--- config.mk ---
export PLATFORM = sky130hd
export DESIGN_NAME = dmem_subword
export DESIGN_NICKNAME = d
export VERILOG_FILES = /design/src/rtl/dmem_subword.sv
export SDC_FILE = /design/constraint.sdc
export NUM_CORES = 2
export LEC_CHECK = 0
export CAP_MARGIN = 20
export CELL_PAD_IN_SITES_DETAIL_PLACEMENT = 1
export CELL_PAD_IN_SITES_GLOBAL_PLACEMENT = 1
export CORE_MARGIN = 2
export CORE_UTILIZATION = 55
export CTS_BUF_LIST = sky130_fd_sc_hd__clkbuf_8
export DETAILED_ROUTE_END_ITERATION = 10
export PLACE_DENSITY = 0.79
export SLEW_MARGIN = 20
export SYNTH_ARGS = -nofsm -noshare
export SYNTH_HDL_FRONTEND = slang
export SYNTH_SLANG_ARGS = --single-unit
--- constraint.sdc ---
create_clock -name clk_dm -period 4.55 [get_ports clk_dm]
set_input_delay 0.6825 -clock clk_dm [delete_from_list [all_inputs] [get_ports clk_dm]]
set_output_delay 0.6825 -clock clk_dm [all_outputs]
set_load 0.05 [all_outputs]
--- src/rtl/dmem_subword.sv ---
// Byte-addressed RV32 data memory with sub-word loads/stores, sign/zero
// extension, misalignment rejection, one-cycle req/done handshake and an
// optional sequential zero-clear of every word after reset.
module dmem_subword #(
  parameter int ADDR_W         = 8,
  parameter bit CLEAR_ON_RESET = 1'b1
) (
  input  logic              clk_dm,
  input  logic              rst_dm,
  input  logic              mem_req,
  output logic              mem_ready,
  input  logic              mem_we,
  input  logic [1:0]        mem_size,
  input  logic              mem_unsigned,
  input  logic [ADDR_W-1:0] dm_addr,
  input  logic [31:0]       mw_data,
  output logic [31:0]       m_r_data,
  output logic              mem_done,
  output logic              mem_err
);

  localparam int IDX_W = ADDR_W - 2;
  localparam int DEPTH = 2 ** IDX_W;

  typedef enum logic [0:0] {ST_CLEAR = 1'b0, ST_IDLE = 1'b1} state_t;

  state_t            state_reg, state_next;
  logic [IDX_W-1:0]  clr_ptr_reg;
  logic              clear_active;

  logic              accept;
  logic              misaligned;
  logic [IDX_W-1:0]  acc_idx;
  logic [IDX_W-1:0]  wr_idx;
  logic [3:0]        wr_en;
  logic [31:0]       wr_data;
  logic [3:0]        store_be;
  logic [31:0]       store_data;
  logic [31:0]       rd_word;
  logic [31:0]       rd_shift;
  logic [31:0]       load_data;

  logic [31:0]       m_r_data_reg;
  logic              mem_done_reg;
  logic              mem_err_reg;

  // State register: reset always lands in CLEAR
  always_ff @(posedge clk_dm) begin
    if (rst_dm) state_reg <= ST_CLEAR;
    else        state_reg <= state_next;
  end

  // Next state: leave CLEAR after the last word is zeroed (or at once when clearing is off)
  always_comb begin
    state_next = state_reg;
    case (state_reg)
      ST_CLEAR: begin
        if (!CLEAR_ON_RESET || (clr_ptr_reg == IDX_W'(DEPTH - 1)))
          state_next = ST_IDLE;
      end
      default: state_next = ST_IDLE;
    endcase
  end

  // FSM outputs: ready only when idle, clear writes only in CLEAR
  always_comb begin
    mem_ready    = (state_reg == ST_IDLE);
    clear_active = (state_reg == ST_CLEAR) && CLEAR_ON_RESET;
  end

  // Clear pointer walks every word once, held at zero during reset
  always_ff @(posedge clk_dm) begin
    if (rst_dm)            clr_ptr_reg <= '0;
    else if (clear_active) clr_ptr_reg <= clr_ptr_reg + 1'b1;
  end

  assign accept  = mem_req && mem_ready && !rst_dm;
  assign acc_idx = dm_addr[ADDR_W-1:2];

  // Access decode: alignment legality and store lane placement
  always_comb begin
    misaligned = 1'b0;
    store_be   = 4'b0000;
    store_data = mw_data;
    case (mem_size)
      2'b00: begin
        store_be   = 4'b0001 << dm_addr[1:0];
        store_data = {4{mw_data[7:0]}};
      end
      2'b01: begin
        misaligned = dm_addr[0];
        store_be   = dm_addr[1] ? 4'b1100 : 4'b0011;
        store_data = {2{mw_data[15:0]}};
      end
      2'b10: begin
        misaligned = (dm_addr[1:0] != 2'b00);
        store_be   = 4'b1111;
      end
      default: misaligned = 1'b1;
    endcase
  end

  // Write port mux: clear sweep or an accepted legal store, never during reset
  always_comb begin
    wr_en   = 4'b0000;
    wr_idx  = acc_idx;
    wr_data = store_data;
    if (!rst_dm && clear_active) begin
      wr_en   = 4'b1111;
      wr_idx  = clr_ptr_reg;
      wr_data = '0;
    end else if (accept && mem_we && !misaligned) begin
      wr_en = store_be;
    end
  end

  // One byte-wide array per lane so each lane has its own write enable
  generate
    for (genvar gi = 0; gi < 4; gi++) begin : g_lane
      logic [7:0] lane_mem [DEPTH];

      // Lane write
      always_ff @(posedge clk_dm) begin
        if (wr_en[gi]) lane_mem[wr_idx] <= wr_data[gi*8 +: 8];
      end

      assign rd_word[gi*8 +: 8] = lane_mem[acc_idx];
    end
  endgenerate

  // Load alignment and extension
  always_comb begin
    rd_shift  = rd_word >> {dm_addr[1:0], 3'b000};
    load_data = rd_word;
    case (mem_size)
      2'b00:   load_data = {{24{!mem_unsigned && rd_shift[7]}},  rd_shift[7:0]};
      2'b01:   load_data = {{16{!mem_unsigned && rd_shift[15]}}, rd_shift[15:0]};
      default: load_data = rd_word;
    endcase
  end

  // Response registers: done/err pulse one cycle after accept, data held across stores
  always_ff @(posedge clk_dm) begin
    if (rst_dm) begin
      m_r_data_reg <= '0;
      mem_done_reg <= 1'b0;
      mem_err_reg  <= 1'b0;
    end else begin
      mem_done_reg <= accept;
      mem_err_reg  <= accept && misaligned;
      if (accept) begin
        if (misaligned)   m_r_data_reg <= '0;
        else if (!mem_we) m_r_data_reg <= load_data;
      end
    end
  end

  assign m_r_data = m_r_data_reg;
  assign mem_done = mem_done_reg;
  assign mem_err  = mem_err_reg;

endmodule

# Word level (Yosys, flattened, before mapping)
# Memories as Yosys holds them, arrays and structs flattened.
# Index checks and enable logic that the tools add are counted.
[totals]
regBits = 41
latch_bits = 0
ram_bits = 2048
romBits = 0
in_bits = 47
out_inout_bits = 35
word_cells = 52
n_memories = 4
[mem_list]
columns = ["name", "words", "word_bits", "read_ports", "rd_ports_with_merged_regs", "write_ports", "line_no", "source"]
rows = [
  ["g_lane[0].lane_mem", 64, 8, 1, 0, 1, "120", "logic [7:0] lane_mem [DEPTH];"],
  ["g_lane[1].lane_mem", 64, 8, 1, 0, 1, "120", ""],
  ["g_lane[2].lane_mem", 64, 8, 1, 0, 1, "120", ""],
  ["g_lane[3].lane_mem", 64, 8, 1, 0, 1, "120", ""],
]
[classes]
n_addsub = 1
mul = 0
n_div = 0
order_cmp = 0
n_eq_ne = 4
shift = 2
mux = 21
n_bitwise = 1
n_reduce_logical = 14
[op_table]
columns = ["cell", "n"]
rows = [
  ["case mux 32 bit (2 select lines)", 2],
  ["two-way mux 32 bit", 3],
  [">> shifter 32 x 5 -> 16 bit", 1],
  ["two-way mux 4 bit", 3],
  ["case mux 4 bit (3 select lines)", 1],
  ["two-way mux 1 bit", 10],
  ["logical AND 1 bit", 8],
  ["adder 6 x 1 -> 6 bit, second input constant", 1],
  ["equality test 6 bit, second input constant", 1],
  ["two-way mux 6 bit", 1],
  ["left shift 1 x 2 -> 4 bit, first input constant", 1],
  ["logical NOT 1 bit", 3],
  ["case mux 1 bit (3 select lines)", 1],
  ["equality test 2 x 1 -> 1 bit, second input constant", 1],
  ["equality test 2 bit, second input constant", 1],
  ["logical NOT 2 bit", 1],
  ["inequality test 2 x 1 -> 1 bit, second input constant", 1],
  ["AND reduction 2 bit", 1],
  ["nonzero test 2 bit", 1],
  ["inverter 1 bit", 1],
]

# Longest topological paths before layout
[depth]
ltp_word = 8
mapped_depth = 14
ltp_nobuf = 8

# Worst setup path before layout
# Ideal clock, no wire load.
[synth_path]
path_kind = "input port to flip-flop"
from = "input mem_size[0]"
to = "memory g_lane[1].lane_mem[0][0], data pin"
setup_ns = 0.548
arrival_time_ns = 3.499
path_slack_ns = 0.503
stages = 5
path_buffers = 3
path_cell_list = "clkbuf_1 clkbuf_1 clkbuf_1 o21ai_0 a21oi_1"
[synth_between]
elab_chain_len = 3
[synth_rtl]
columns = ["item", "line_no", "source"]
rows = [
  ["start: declaration", "13", "input logic [1:0] mem_size,"],
  ["equality test 2 x 1 -> 1 bit / logical NOT 2 bit (equally long branches)", "85", "case (mem_size)"],
  ["case mux 32 bit (2 select lines) *", "85", ""],
  ["two-way mux 32 bit *", "108", "if (!rst_dm && clear_active) begin"],
  ["named net wr_data[8]", "36", "logic [31:0] wr_data;"],
  ["end: declaration", "120", ""],
]
# The timed path passes the listed nets; every way through them passes the cells marked *.

# Worst setup path after layout
[layout_path]
from = "register state_reg, in the netlist mem_ready"
to = "memory g_lane[2].lane_mem[40][7] (enable)"
[layout_between]
elab_chain_len = 8
[layout_rtl]
columns = ["item", "line_no", "source"]
rows = [
  ["start: declaration", "27", "state_t state_reg, state_next;"],
  ["start signal: assignment", "50", "else state_reg <= state_next;"],
  ["logical AND 1 bit (2 in a row)", "77", "assign accept = mem_req && mem_ready && !rst_dm;"],
  ["logical AND 1 bit (2 in a row)", "112", "end else if (accept && mem_we && !misaligned) begin"],
  ["two-way mux 4 bit", "112", ""],
  ["two-way mux 4 bit", "108", ""],
  ["two-way mux 1 bit", "124", "if (wr_en[gi]) lane_mem[wr_idx] <= wr_data[gi*8 +: 8];"],
  ["two-way mux 1 bit (not written as such)", "124", ""],
  ["end: declaration", "120", ""],
]
# Parallel ways exist; a longest one is shown, timed or not.

==> flow_summary.json <==
{
  "yosys.area_share.simple_pct": 2.96,
  "clock-sinks": 2089,
  "cp.arrival_ns": 4.27,
  "cpPeakStageDelay_ns": 0.93,
  "path_clk_slew_ns": 0.07,
  "cts_setup_buffers": 0,
  "critical_path.cell_chain": "nor2_4 > nand2_1 > o21ai_0 > nor2_1 > nand2_1 > nor2_1",
  "cts_tree": "done",
  "dp_slack_ns": 0.290,
  "synth_edf_count": 2048,
  "worst_setup_path_start_kind": "flop",
  "htreeDepth": 5,
  "dpl_cell_area_um2": 88000,
  "n_fill_cell": 12300,
  "worstMarginPinSlew_ns": 1.27,
  "grt_usage_pct": 33.7,
  "status": "finished clean",
  "final_nets": 4599,
  "die_area_um2": 152000,
  "synth-compound-area-share_pct": 2.68,
  "rsz0062_at_grt": "no",
  "path_class": "reg -> reg",
  "slowest_stage": "nor2_1",
  "cts_resized": 0,
  "drt-pass1-iter-count": 6,
  "r2r_start": "mem_ready",
  "num_vias": 45400,
  "yosysSeqAreaShare_pct": 75.9,
  "synth_common_cells": "edfxtp_1 (2048), mux4_2 (566), nor2_1 (348)",
  "hold_depth": 3,
  "holdCritPathClass": "in -> reg",
  "synth_flop_cell": "edfxtp_1",
  "hpwl_mm": 162,
  "skew_ns": 0.111,
  "synth-xor-area-share_pct": 0.0427,
  "fin_area_um2": 94100,
  "netlist_instances": 3919,
  "setup-violations-final": 0,
  "async_flop_share_pct": 0,
  "path_buf_inv": 0,
  "drv_slew": 0,
  "yosysUniqueCellTypes": 62,
  "synth_top_family_by_area": "multiplexers",
  "io_pins": 82,
  "fin_crit_sh_pct": 80.5,
  "vdd_drop_max_v": 0.000310,
  "fin_crit_ns": 3.66,
  "grt_pass1_wl_mm": 358,
  "numPortBuffers": 81,
  "final-hold-violation-count": 0,
  "max_cap_violations": 0,
  "cts-hold-fix-buffers": 0,
  "maxClockFrequency_ghz": 0.273,
  "wl_mm": 252,
  "drt_iter0_markers": 7179,
  "yosys.area_share.adder_pct": 0.0152,
  "cellPowerDensity_nw_per_um2": 415,
  "largest_reg_flops": 2048,
  "grt_pass1_vias": 47200,
  "max-slew-margin-rel_pct": 15.3,
  "tns_ns": 0,
  "power_leakage_uw": 0.0311,
  "r2r_cells": 6,
  "clk_path_buf_depth": 4,
  "path_delay_family": "simple AND/OR/NAND/NOR gates",
  "ys_top_cells_by_area": "edfxtp_1 (75%), mux4_2 (16%), nor2_1 (1.6%)",
  "cts_inserted_buffers": 346,
  "grt_overflow_total": 0,
  "holdCritStartpoint": "mem_size[1]",
  "drtAntennaViolNets": 0,
  "regArea_um2": 62300,
  "gp_congestion": 0.967,
  "synth_nets": 3967,
  "wl_per_cell_um": 37.3,
  "synth.cell_area_um2": 82100,
  "setup_ws_ns": 0.889,
  "grt_antenna_before_repair": 12,
  "placeableCoreArea_um2": 148000,
  "drc": 0,
  "syn_area_per_cell_um2": 20.9,
  "drive_above_1_share_pct": 30.6,
  "multi_input_area_um2": 18800,
  "path_max_fanout": 16,
  "timing.rr.end": "g_lane[2].lane_mem[40][7]",
  "yosys-mux-area-fraction_pct": 16.9,
  "crit_required_ns": 5.16,
  "rrSetupSlack_ns": 0.89,
  "fp.dieH_um": 390,
  "clock_latency_ns": 1.04,
  "root_buffer": "clkbuf_8",
  "cp-end-kind": "flop",
  "vias_per_cell": 6.73,
  "start_util_pct": 55.5,
  "rows": 141,
  "holdPathEnd": "m_r_data[3]",
  "die_w_um": 390,
  "synth.most_common_cell": "edfxtp_1",
  "synth_area_leader_cell": "edfxtp_1",
  "synth-seq-cells": 2089,
  "area_growth_syn_to_layout_pct": 14.7,
  "ys_warn_count": 0,
  "grt_max_degree": 72,
  "yosys.area.top_type_share_pct": 74.9
}
==> worst max-delay path by stage <==
stage	cells after the start	slack, ns	from	endpoint
CTS	1	1.02	mem_ready	mem_ready
global route	6	0.97	mem_ready	g_lane[2].lane_mem[40][7]
global placement	8	-0.07	rst_dm	m_r_data[4]
finish	6	0.89	mem_ready	g_lane[2].lane_mem[40][7]
floorplan	5	0.50	mem_size[0]	g_lane[1].lane_mem[0][0]
detailed placement	12	0.29	dm_addr[2]	m_r_data[1]
==> worst reg2reg max path, stage by stage, from the launching register on <==
cell and delay, ns:
dfxtp_1 0.86, nor2_4 0.23, nand2_1 0.12, o21ai_0 0.17, nor2_1 0.49, nand2_1 0.42
nor2_1 0.93
==> stage by stage <==
step | util [%] | power, uW | hold WS, ns | instances
after floorplan | - | 23100 | 0.497 | 3919
after global placement | 59.4 | 24100 | 0.479 | 6129
after detailed placement | 59.4 | 24200 | 0.503 | 6130
after CTS | 63.5 | 39100 | 0.180 | 6720
after global routing | 63.6 | 40000 | 0.251 | 6724
final | 63.6 | 39100 | 0.266 | 6742
==> layer usage <==
metal  up-vias  wire length (um)  GRT usage, %
li1      17600                 -             -
met3       660             31800          10.0
met2      3374            115000          50.3
met1     23700             90200          45.8
met5         -                56             0
met4         8             14300          16.9
==> power breakdown <==
| group | switching (uW) | internal [uW] | leakage (uW) | total (uW) |
|---|---|---|---|---|
| Combinational | 1660 | 886 | 0.00846 | 2550 |
| Clock | 7460 | 7730 | 0.00353 | 15200 |
| Sequential | 27.8 | 21300 | 0.0191 | 21300 |
==> cell usage in the layout (no fill, tap or decap), types with 5 or more instances in the layout <==
master           netlist  routed
clkbuf_8               0     357
and2_1                16       8
nor2_1               348     326
a32oi_1                6       6
a21oi_4                0      12
nand2b_1               5       5
a22oi_1               58      58
mux2i_1              101     101
mux2_2                 8       8
bufinv_16              0       9
inv_1                 11     120
buf_12                 0      29
a21oi_1               68      56
diode_2                0      19
and2_2                 0       6
clkinv_2               0      34
o21ai_0               36      36
clkinv_1               1      77
a22o_1                10      10
nand2_1              148     148
buf_4                 36     403
a311oi_1              15      15
nor2b_1               14      14
nor2_2                 0       5
nor3_1                13      13
o221ai_1               8       8
a211oi_1              17      16
dfxtp_1               41      41
a31oi_1               23      23
edfxtp_1            2048    2048
o22ai_1               20      20
nor2_4                 0      17
clkdlybuf4s50_1        0      74
a221oi_1              18      18
mux4_2               566     566
nand3_1               20      20
a32o_1                 5       5
==> cells by family (layout without fill, tap and decap cells) <==
kind of cell / Yosys count / count (layout)
XOR/XNOR: 4 / 4
other: 0 / 19
AND/OR/NAND/NOR: 590 / 590
adder cells (fa/ha/maj): 1 / 1
AO/OA/AOI/OAI: 319 / 319
buffers and inverters: 241 / 1115
multiplexers: 675 / 675
flip-flops: 2089 / 2089
==> final cells by class <==
| cell class | count | share of cell area [%] |
|---|---|---|
| diodes | 19 | 0.0505 |
| inverters | 12 | 0.0532 |
| well taps | 1930 | 2.56 |
| multi-input cells | 1589 | 20.0 |
| repair buffers | 513 | 4.69 |
| flip-flops and latches | 2089 | 66.2 |
| clock inverters | 233 | 1.24 |
| clock buffers | 357 | 5.22 |
Power figures use the tool's default switching activity.
